===== config.mk =====
export PLATFORM = sky130hd
export DESIGN_NAME = cmp_iter
export DESIGN_NICKNAME = d
export VERILOG_FILES = /design/src/rtl/cmp_iter.sv
export SDC_FILE = /design/constraint.sdc
export NUM_CORES = 1
export LEC_CHECK = 0
export ABC_CLOCK_PERIOD_IN_PS = 3000
export CAP_MARGIN = 20
export CORE_MARGIN = 2
export CORE_UTILIZATION = 46
export DETAILED_ROUTE_END_ITERATION = 8
export GPL_TIMING_DRIVEN = 0
export MAX_ROUTING_LAYER = met4
export PLACE_DENSITY_LB_ADDON = 0.1
export SLEW_MARGIN = 20
export SYNTH_ARGS = -nofsm -noshare
export SYNTH_HDL_FRONTEND = slang
export SYNTH_SLANG_ARGS = --single-unit

===== constraint.sdc =====
create_clock -name clk -period 3 [get_ports clk]
set_input_delay 0.6 -clock clk [delete_from_list [all_inputs] [get_ports clk]]
set_output_delay 0.6 -clock clk [all_outputs]
set_load 0.1 [all_outputs]

===== src/rtl/cmp_iter.sv =====
// Multi-cycle chunked magnitude/equality comparator with valid/ready on both sides.
// Optional CMP_MINMAX_EN adds minmax_out (selected original operand).
module cmp_iter #(
    parameter int unsigned WIDTH = 64,
    parameter int unsigned CHUNK = 8
) (
    input  logic             clk,
    input  logic             reset,
    input  logic             in_valid,
    output logic             in_ready,
    input  logic [WIDTH-1:0] input_a,
    input  logic [WIDTH-1:0] input_b,
    input  logic [2:0]       function_select,
    output logic             out_valid,
    input  logic             out_ready,
    output logic             result
`ifdef CMP_MINMAX_EN
    ,
    output logic [WIDTH-1:0] minmax_out
`endif
);

    localparam int unsigned NCHUNK = WIDTH / CHUNK;
    localparam int unsigned IDX_W  = (NCHUNK > 1) ? $clog2(NCHUNK) : 1;

    localparam logic [1:0] S_IDLE = 2'd0;
    localparam logic [1:0] S_SCAN = 2'd1;
    localparam logic [1:0] S_DONE = 2'd2;

    logic [1:0]       state;
    logic [IDX_W-1:0] idx;
    logic [WIDTH-1:0] a_q;
    logic [WIDTH-1:0] b_q;
    logic             less_q;
    logic             neg_q;
    logic [WIDTH-1:0] sign_in;
    logic [CHUNK-1:0] a_chunk;
    logic [CHUNK-1:0] b_chunk;
    logic             chunk_diff;
    logic             res_next;
    logic             scan_end;

`ifdef CMP_MINMAX_EN
    logic             sign_q;
    logic [WIDTH-1:0] sign_lat;
    logic [WIDTH-1:0] a_orig;
    logic [WIDTH-1:0] b_orig;
`endif

    assign in_ready  = (state == S_IDLE) && !reset;
    assign out_valid = (state == S_DONE);

    // Flipping the MSB of both operands maps two's-complement order onto unsigned order.
    always_comb begin
        sign_in = '0;
        sign_in[WIDTH-1] = function_select[1];
    end

    always_comb begin
        a_chunk = '0;
        b_chunk = '0;
        for (int unsigned i = 0; i < NCHUNK; i++) begin
            if (idx == IDX_W'(i)) begin
                a_chunk = a_q[i*CHUNK +: CHUNK];
                b_chunk = b_q[i*CHUNK +: CHUNK];
            end
        end
    end

    // A differing chunk decides is_less; reaching chunk 0 with no difference means equal.
    always_comb begin
        chunk_diff = (a_chunk != b_chunk);
        scan_end   = chunk_diff || (idx == '0);
        res_next   = neg_q ^ (less_q ? (chunk_diff && (a_chunk < b_chunk)) : !chunk_diff);
    end

`ifdef CMP_MINMAX_EN
    always_comb begin
        sign_lat = '0;
        sign_lat[WIDTH-1] = sign_q;
        a_orig = a_q ^ sign_lat;
        b_orig = b_q ^ sign_lat;
    end
`endif

    always_ff @(posedge clk) begin
        if (reset) begin
            state  <= S_IDLE;
            idx    <= IDX_W'(NCHUNK - 1);
            result <= 1'b0;
            a_q    <= '0;
            b_q    <= '0;
            less_q <= 1'b0;
            neg_q  <= 1'b0;
`ifdef CMP_MINMAX_EN
            sign_q     <= 1'b0;
            minmax_out <= '0;
`endif
        end else begin
            case (state)
                S_IDLE: begin
                    if (in_valid && in_ready) begin
                        a_q    <= input_a ^ sign_in;
                        b_q    <= input_b ^ sign_in;
                        less_q <= function_select[2];
                        neg_q  <= function_select[0];
`ifdef CMP_MINMAX_EN
                        sign_q <= function_select[1];
`endif
                        idx    <= IDX_W'(NCHUNK - 1);
                        state  <= S_SCAN;
                    end
                end
                S_SCAN: begin
                    if (scan_end) begin
                        result <= res_next;
`ifdef CMP_MINMAX_EN
                        minmax_out <= res_next ? a_orig : b_orig;
`endif
                        state  <= S_DONE;
                    end else begin
                        idx <= idx - IDX_W'(1);
                    end
                end
                S_DONE: begin
                    if (out_ready) begin
                        state <= S_IDLE;
                    end
                end
                default: state <= S_IDLE;
            endcase
        end
    end

endmodule


==> results of run 1 <==
## placed cells by master, fill, tap and decap left out, types with 9 or more instances in the layout
master,count
a21oi_1,19
a21oi_2,12
and3b_1,10
buf_2,16
buf_4,18
clkbuf_1,27
clkbuf_16,17
clkdlybuf4s50_1,136
dfxtp_1,134
mux4_2,14
nand2_1,313
nand3b_1,134
o21ai_0,24
o21ai_1,9
o22ai_1,9
## metal layers
metal | wire (um) | share of wire [%]
met1 | 8560 | 44
met5 | 0 | 0
met2 | 9190 | 48
met3 | 1200 | 6.2
met4 | 361 | 1.9
## cell type report
type                            instances  share of cell area, %
Multi-Input combinational cell        611                   40.8
Sequential cell                       136                   29.8
Timing Repair Buffer                  154                   16.8
Clock buffer                           24                   5.58
Buffer                                 64                   4.14
Tap cell                              180                   2.46
Inverter                                5                  0.246
Clock inverter                          3                  0.191
## timing repair
action | in CTS | in global routing
pin swaps | 28 | 17
buffers inserted | 14 | 3
endpoints found under the setup margin | 6 | 6
gates resized for setup | 61 | 22
gates cloned | 2 | 0
## per-stage QoR
step	hold WS (ns)	setup TNS (ns)	instances
after floorplan	0.445	0	817
after global placement	0.457	-1.85	1133
after detailed placement	0.461	-2.36	1133
after CTS	0.473	-0.646	1176
after global routing	0.485	-1.25	1177
final	0.470	-0.747	1177
## worst max-delay path, stage by stage, from the launching register on
cell and delay (ns):
dfxtp_4 0.36, inv_4 0.07, ha_4 0.19, buf_12 0.14
and3b_1 0.19, a21oi_2 0.11, o21ai_1 0.08, mux4_2 0.48
o21bai_4 0.20, ha_4 0.22, and4_1 0.20, a211oi_2 0.24
buf_4 0.17, a21oi_2 0.05, a2111o_1 0.41, o311ai_1 0.07
## state kept, by name (all words and copies together) (netlist names)
name    flops
less_q      1
idx         3
b_q        64
neg_q       1
result      1
state       2
a_q        64
## power by group
| part | leakage [nW] | total [mW] | internal (mW) | switching (mW) |
|---|---|---|---|---|
| Clock | 0.262 | 1.88 | 1.16 | 0.720 |
| Combinational | 2.57 | 0.713 | 0.388 | 0.325 |
| Sequential | 1.12 | 2.05 | 1.96 | 0.0906 |
## cells by family after synthesis
group / Yosys count
AND/OR/NAND/NOR: 486
adder cells (fa/ha/maj): 13
buffers and inverters: 70
flip-flops: 136
AO/OA/AOI/OAI: 95
XOR/XNOR: 3
multiplexers: 14
## worst min path at each step
stage,start,depth (start not counted),endpoint,slack [ns]
global placement,a_q[28],2,a_q[28],0.46
global route,b_q[17],2,b_q[17],0.48
detailed placement,a_q[28],2,a_q[28],0.46
CTS,a_q[28],2,a_q[28],0.47
finish,a_q[3],2,a_q[3],0.47
floorplan,b_q[2],2,b_q[2],0.45
==> flow_summary.json, run 1 <==
{
  "cts_tree": "built",
  "core_um2": 13900,
  "drive_above_1_share_pct": 13.4,
  "cts.sinks": 136,
  "grt_pass1_vias": 6042,
  "r2r_start": "idx[1]",
  "syn_nets": 965,
  "outcome": "complete, but fails checks",
  "routed_via_density": 5.29,
  "fin_ws_ns": -0.278,
  "synth_compound_area_share_pct": 8.47,
  "worstPathMaxFanout": 7,
  "fp.dieArea_um2": 15200,
  "drc": 0,
  "powerDensity_nw_per_um2": 506,
  "clkLatencyLatePin_ns": 0.42,
  "worst_r2r_path_depth": 15,
  "synth_cell_types": 39,
  "die_w_um": 123,
  "critPathRequiredTime_ns": 3.33,
  "synth_mux_area_share_pct": 4.82,
  "firstDrtPassIters": 5,
  "synthSimpleGateAreaFrac_pct": 37.2,
  "skew_ns": 0.00858,
  "cp-start-kind": "flip-flop",
  "synthArstFlopShare_pct": 0,
  "hold_class": "flip-flop to flip-flop",
  "cap_violations": 0,
  "reg2reg_to": "result",
  "cts_buffers": 17,
  "yosys-top-cells-area": "dfxtp_1 (42%), nand2_1 (18%), nand3b_1 (15%)",
  "num_antenna_cells": 0,
  "yosysSeqAreaShare_pct": 41.6,
  "maxSlewViolCount": 0,
  "final_hold_viol_count": 0,
  "area_delta_synth_final_pct": 40.1,
  "clkTransAtPathRegs_ns": 0.06,
  "power.leakage_nw": 3.96,
  "synth_top_family_by_area": "simple AND/OR/NAND/NOR gates",
  "synth_common_cells": "nand2_1 (313), dfxtp_1 (136), nand3b_1 (134)",
  "multi_input_area_um2": 3740,
  "violations": "negative setup slack",
  "syn_area_per_cell_um2": 8.01,
  "use_met1_pct": 33.7,
  "ys_ff_latch": 136,
  "post-place-ws_ns": -0.556,
  "antenna_found_initial": 0,
  "final_util_pct": 66.0,
  "synth_top_area_share_pct": 41.6,
  "rrSetupSlack_ns": -0.28,
  "synth_area_um2": 6540,
  "grt_max_degree": 17,
  "busiest_layer": "met2",
  "grt_use_met2_pct": 43.9,
  "crit_path_start": "idx[1]",
  "cts_hold_buf": 0,
  "ys.flop_type": "dfxtp_1",
  "synth_edf_count": 0,
  "finalSetupViolations": 4,
  "yosysMostFrequentCell": "nand2_1",
  "grt.total_usage_pct": 26.8,
  "maxSlewHeadroom_pct": 35.6,
  "min_period_ns": 3.28,
  "htree_levels": 4,
  "rows": 43,
  "crit_type": "flip-flop to flip-flop",
  "synthAdderAreaFrac_pct": 2.49,
  "synth_xor_area_share_pct": 0.402,
  "grt_setup_unrepaired": "yes",
  "yosysTopAreaCell": "dfxtp_1",
  "start_util_pct": 47.1,
  "seqCellArea_um2": 2730,
  "place_hpwl_um": 13900,
  "port-buffer-count": 136,
  "finalInstanceArea_um2": 9170,
  "fin_nets": 1137,
  "pin_count": 138,
  "wl_per_cell_um": 16.4,
  "ys_warn_count": 0,
  "die_h_um": 123,
  "max_slew.worst_pin.slew_ns": 0.963,
  "worstSetupEndpointType": "flip-flop",
  "gp_congestion": 0.929,
  "grt_pass1_wl_um": 30000,
  "placed_area_um2": 8160,
  "critPathCapture": "result",
  "syn_inst": 817,
  "num_vias": 6227,
  "vdd.ir_drop.worst_mv": 0.410,
  "root_buffer": "clkbuf_16",
  "fillers": 1223,
  "cts_buffer_depth": 2,
  "postRouteAntennaNets": 0,
  "gr-usage-met3_pct": 5.44,
  "wl_um": 19300,
  "fmax_mhz": 305,
  "dr.first_iter.drc_count": 449,
  "worst_ep_arrival_time_ns": 3.61,
  "finalCritPeriodShare_pct": 109,
  "grt-ovfl-total": 0,
  "finalPower_mw": 4.64
}
(Power assumes the default switching activity.)
==> run 2: changes to the inputs <==
--- a/config.mk
+++ b/config.mk
@@ -5,10 +5,10 @@
 export SDC_FILE = /design/constraint.sdc
 export NUM_CORES = 1
 export LEC_CHECK = 0
-export ABC_CLOCK_PERIOD_IN_PS = 3000
+export ABC_CLOCK_PERIOD_IN_PS = 3290
 export CAP_MARGIN = 20
 export CORE_MARGIN = 2
-export CORE_UTILIZATION = 46
+export CORE_UTILIZATION = 51
 export DETAILED_ROUTE_END_ITERATION = 8
 export GPL_TIMING_DRIVEN = 0
 export MAX_ROUTING_LAYER = met4
==> constraint.sdc (replaced) <==
create_clock -name clk -period 3.29 [get_ports clk]
set_input_delay 0.658 -clock clk [delete_from_list [all_inputs] [get_ports clk]]
set_output_delay 0.658 -clock clk [all_outputs]
set_load 0.1 [all_outputs]
==> flow_summary.json, run 2 (synthesis results as in run 1) <==
{
  "crit_type": "flip-flop to flip-flop",
  "pin_count": 138,
  "maxSlewViolCount": 0,
  "max_slew.worst_pin.slew_ns": 0.968,
  "die_h_um": 117,
  "drive_above_1_share_pct": 11.8,
  "num_antenna_cells": 0,
  "clock_power_share_pct": 42.8,
  "layout_common_cells": "nand2_1 (313), clkdlybuf4s50_1 (136), nand3b_1 (134), dfxtp_1 (134), clkbuf_1 (29)",
  "critPathRequiredTime_ns": 3.62,
  "rows": 41,
  "wl_um": 20000,
  "finalPower_mw": 4.37,
  "postRouteAntennaNets": 0,
  "start_util_pct": 52.1,
  "antenna_found_initial": 0,
  "skew_ns": 0.00525,
  "worstPathMaxFanout": 10,
  "cts_buffers": 17,
  "routed_via_density": 5.46,
  "maxSlewHeadroom_pct": 35.2,
  "final_util_pct": 72.0,
  "place_hpwl_um": 13900,
  "final_hold_viol_count": 0,
  "fin_nets": 1131,
  "firstDrtPassIters": 5,
  "min_period_ns": 3.33,
  "whs_ns": 0.473,
  "die_w_um": 117,
  "grt-ovfl-total": 0,
  "fmax_mhz": 301,
  "violations": "negative setup slack",
  "drc": 0,
  "num_vias": 6377,
  "powerDensity_nw_per_um2": 482,
  "wl_per_cell_um": 17.1,
  "finalSetupViolations": 1,
  "grt.total_usage_pct": 30.3,
  "gp_congestion": 0.901,
  "cap_violations": 0,
  "cts.sinks": 136,
  "cp-start-kind": "flip-flop",
  "worstSetupEndpointType": "flip-flop",
  "switching_power_mw": 1.08,
  "grt_setup_unrepaired": "yes",
  "fin_ws_ns": -0.0370,
  "grt_pass1_vias": 5988,
  "placed_area_um2": 8120,
  "swShare_pct": 24.7,
  "power.leakage_nw": 3.93,
  "worst_ep_arrival_time_ns": 3.66,
  "root_buffer": "clkbuf_16",
  "cts_hold_buf": 0,
  "vdd.ir_drop.worst_mv": 0.387,
  "power_frac_seq_pct": 42.8,
  "comb_power_share_pct": 14.4,
  "cts_buffer_depth": 2,
  "grt_max_degree": 17,
  "area_delta_synth_final_pct": 38.4,
  "finalInstanceArea_um2": 9050,
  "finalCritPeriodShare_pct": 101,
  "final_common_cell": "nand2_1",
  "clkTransAtPathRegs_ns": 0.06,
  "cts_tree": "built",
  "post-place-ws_ns": -0.373,
  "hold_class": "flip-flop to flip-flop",
  "outcome": "complete, but fails checks",
  "core_um2": 12600,
  "dr.first_iter.drc_count": 555,
  "clkLatencyLatePin_ns": 0.43,
  "fp.dieArea_um2": 13800,
  "port-buffer-count": 136,
  "htree_levels": 4,
  "grt_pass1_wl_um": 30200,
  "top_regs": "a_q: 64 flops, b_q: 64 flops, idx: 3 flops",
  "cellInternalPower_mw": 3.29
}
run 2: cell count changes in the layout (fill, tap and decap cells not counted), moves of 3 or more:
| cell | previous run | this run |
|---|---|---|
| buf_4 | 18 | 12 |
| o21ai_0 | 24 | 28 |
| clkinv_2 | 3 | 7 |
| o21ai_2 | 3 | 0 |
| clkbuf_8 | 6 | 3 |
| buf_12 | 3 | 0 |
| a21oi_2 | 12 | 6 |
| a21oi_1 | 19 | 23 |
run 2: path summary, 6_finish.rpt:
path                start      end  slack [ns]  cells past startpoint
setup / recovery   idx[0]   result       -0.04                     16
hold / removal    b_q[62]  b_q[62]        0.47                      2
setup reg to reg   idx[0]   result       -0.04                     16
hold reg to reg   b_q[62]  b_q[62]        0.47                      2
run 2: metal layers:
| layer | vias up | share of wire (%) | wire [um] | track usage (%) |
|---|---|---|---|---|
| li1 | 3084 | - | - | - |
| met1 | 3009 | 43 | 8670 | 37.5 |
| met2 | 245 | 48 | 9500 | 49.6 |
| met3 | 39 | 6.5 | 1310 | 5.82 |
| met4 | 0 | 2.5 | 495 | 10.6 |
| met5 | - | 0 | 0 | - |
run 2: cell type report:
type / count / area, um2
clock buffer: 23 / 478
timing repair buffer: 147 / 1470
tap: 172 / 215
fill: 993 / 3510
clock inverter: 9 / 97.6
sequential: 136 / 2730
multi-input combinational: 611 / 3670
buffer: 65 / 370
inverter: 5 / 22.5
run 2: power by group through the flow:
stage	sequential (mW)	combinational, mW	clock (mW)
final	1.87	0.629	1.87
after global routing	1.88	0.684	1.94
after CTS	1.87	0.601	1.86
after detailed placement	1.90	0.565	0
after global placement	1.89	0.556	0
after floorplan	1.87	0.308	0
run 2: timing repair:
action / in CTS / in global routing
setup buffers: 5 / 3
pin swaps: 11 / 10
gates resized for setup: 43 / 24
gates cloned: 1 / 2
endpoints found under the hold margin: 0 / 0
endpoints found under the setup margin: 5 / 3
run 2: critical path, stage by stage, from the launching register on:
cell,delay (ns)
dfxtp_4,0.39
inv_2,0.07
ha_4,0.18
buf_6,0.15
buf_6,0.16
nand2_1,0.07
nor2_1,0.03
a21oi_1,0.14
o21ai_0,0.13
mux4_2,0.53
ha_1,0.21
and4_1,0.20
a211oi_2,0.23
buf_4,0.15
a21oi_2,0.06
a2111o_1,0.42
o311ai_2,0.09
run 2: through the flow:
stage	TNS [ns]	instances
floorplan	0	817
global placement	-0.802	1125
detailed placement	-1.10	1125
CTS	0	1163
global route	-0.233	1168
finish	-0.0370	1168
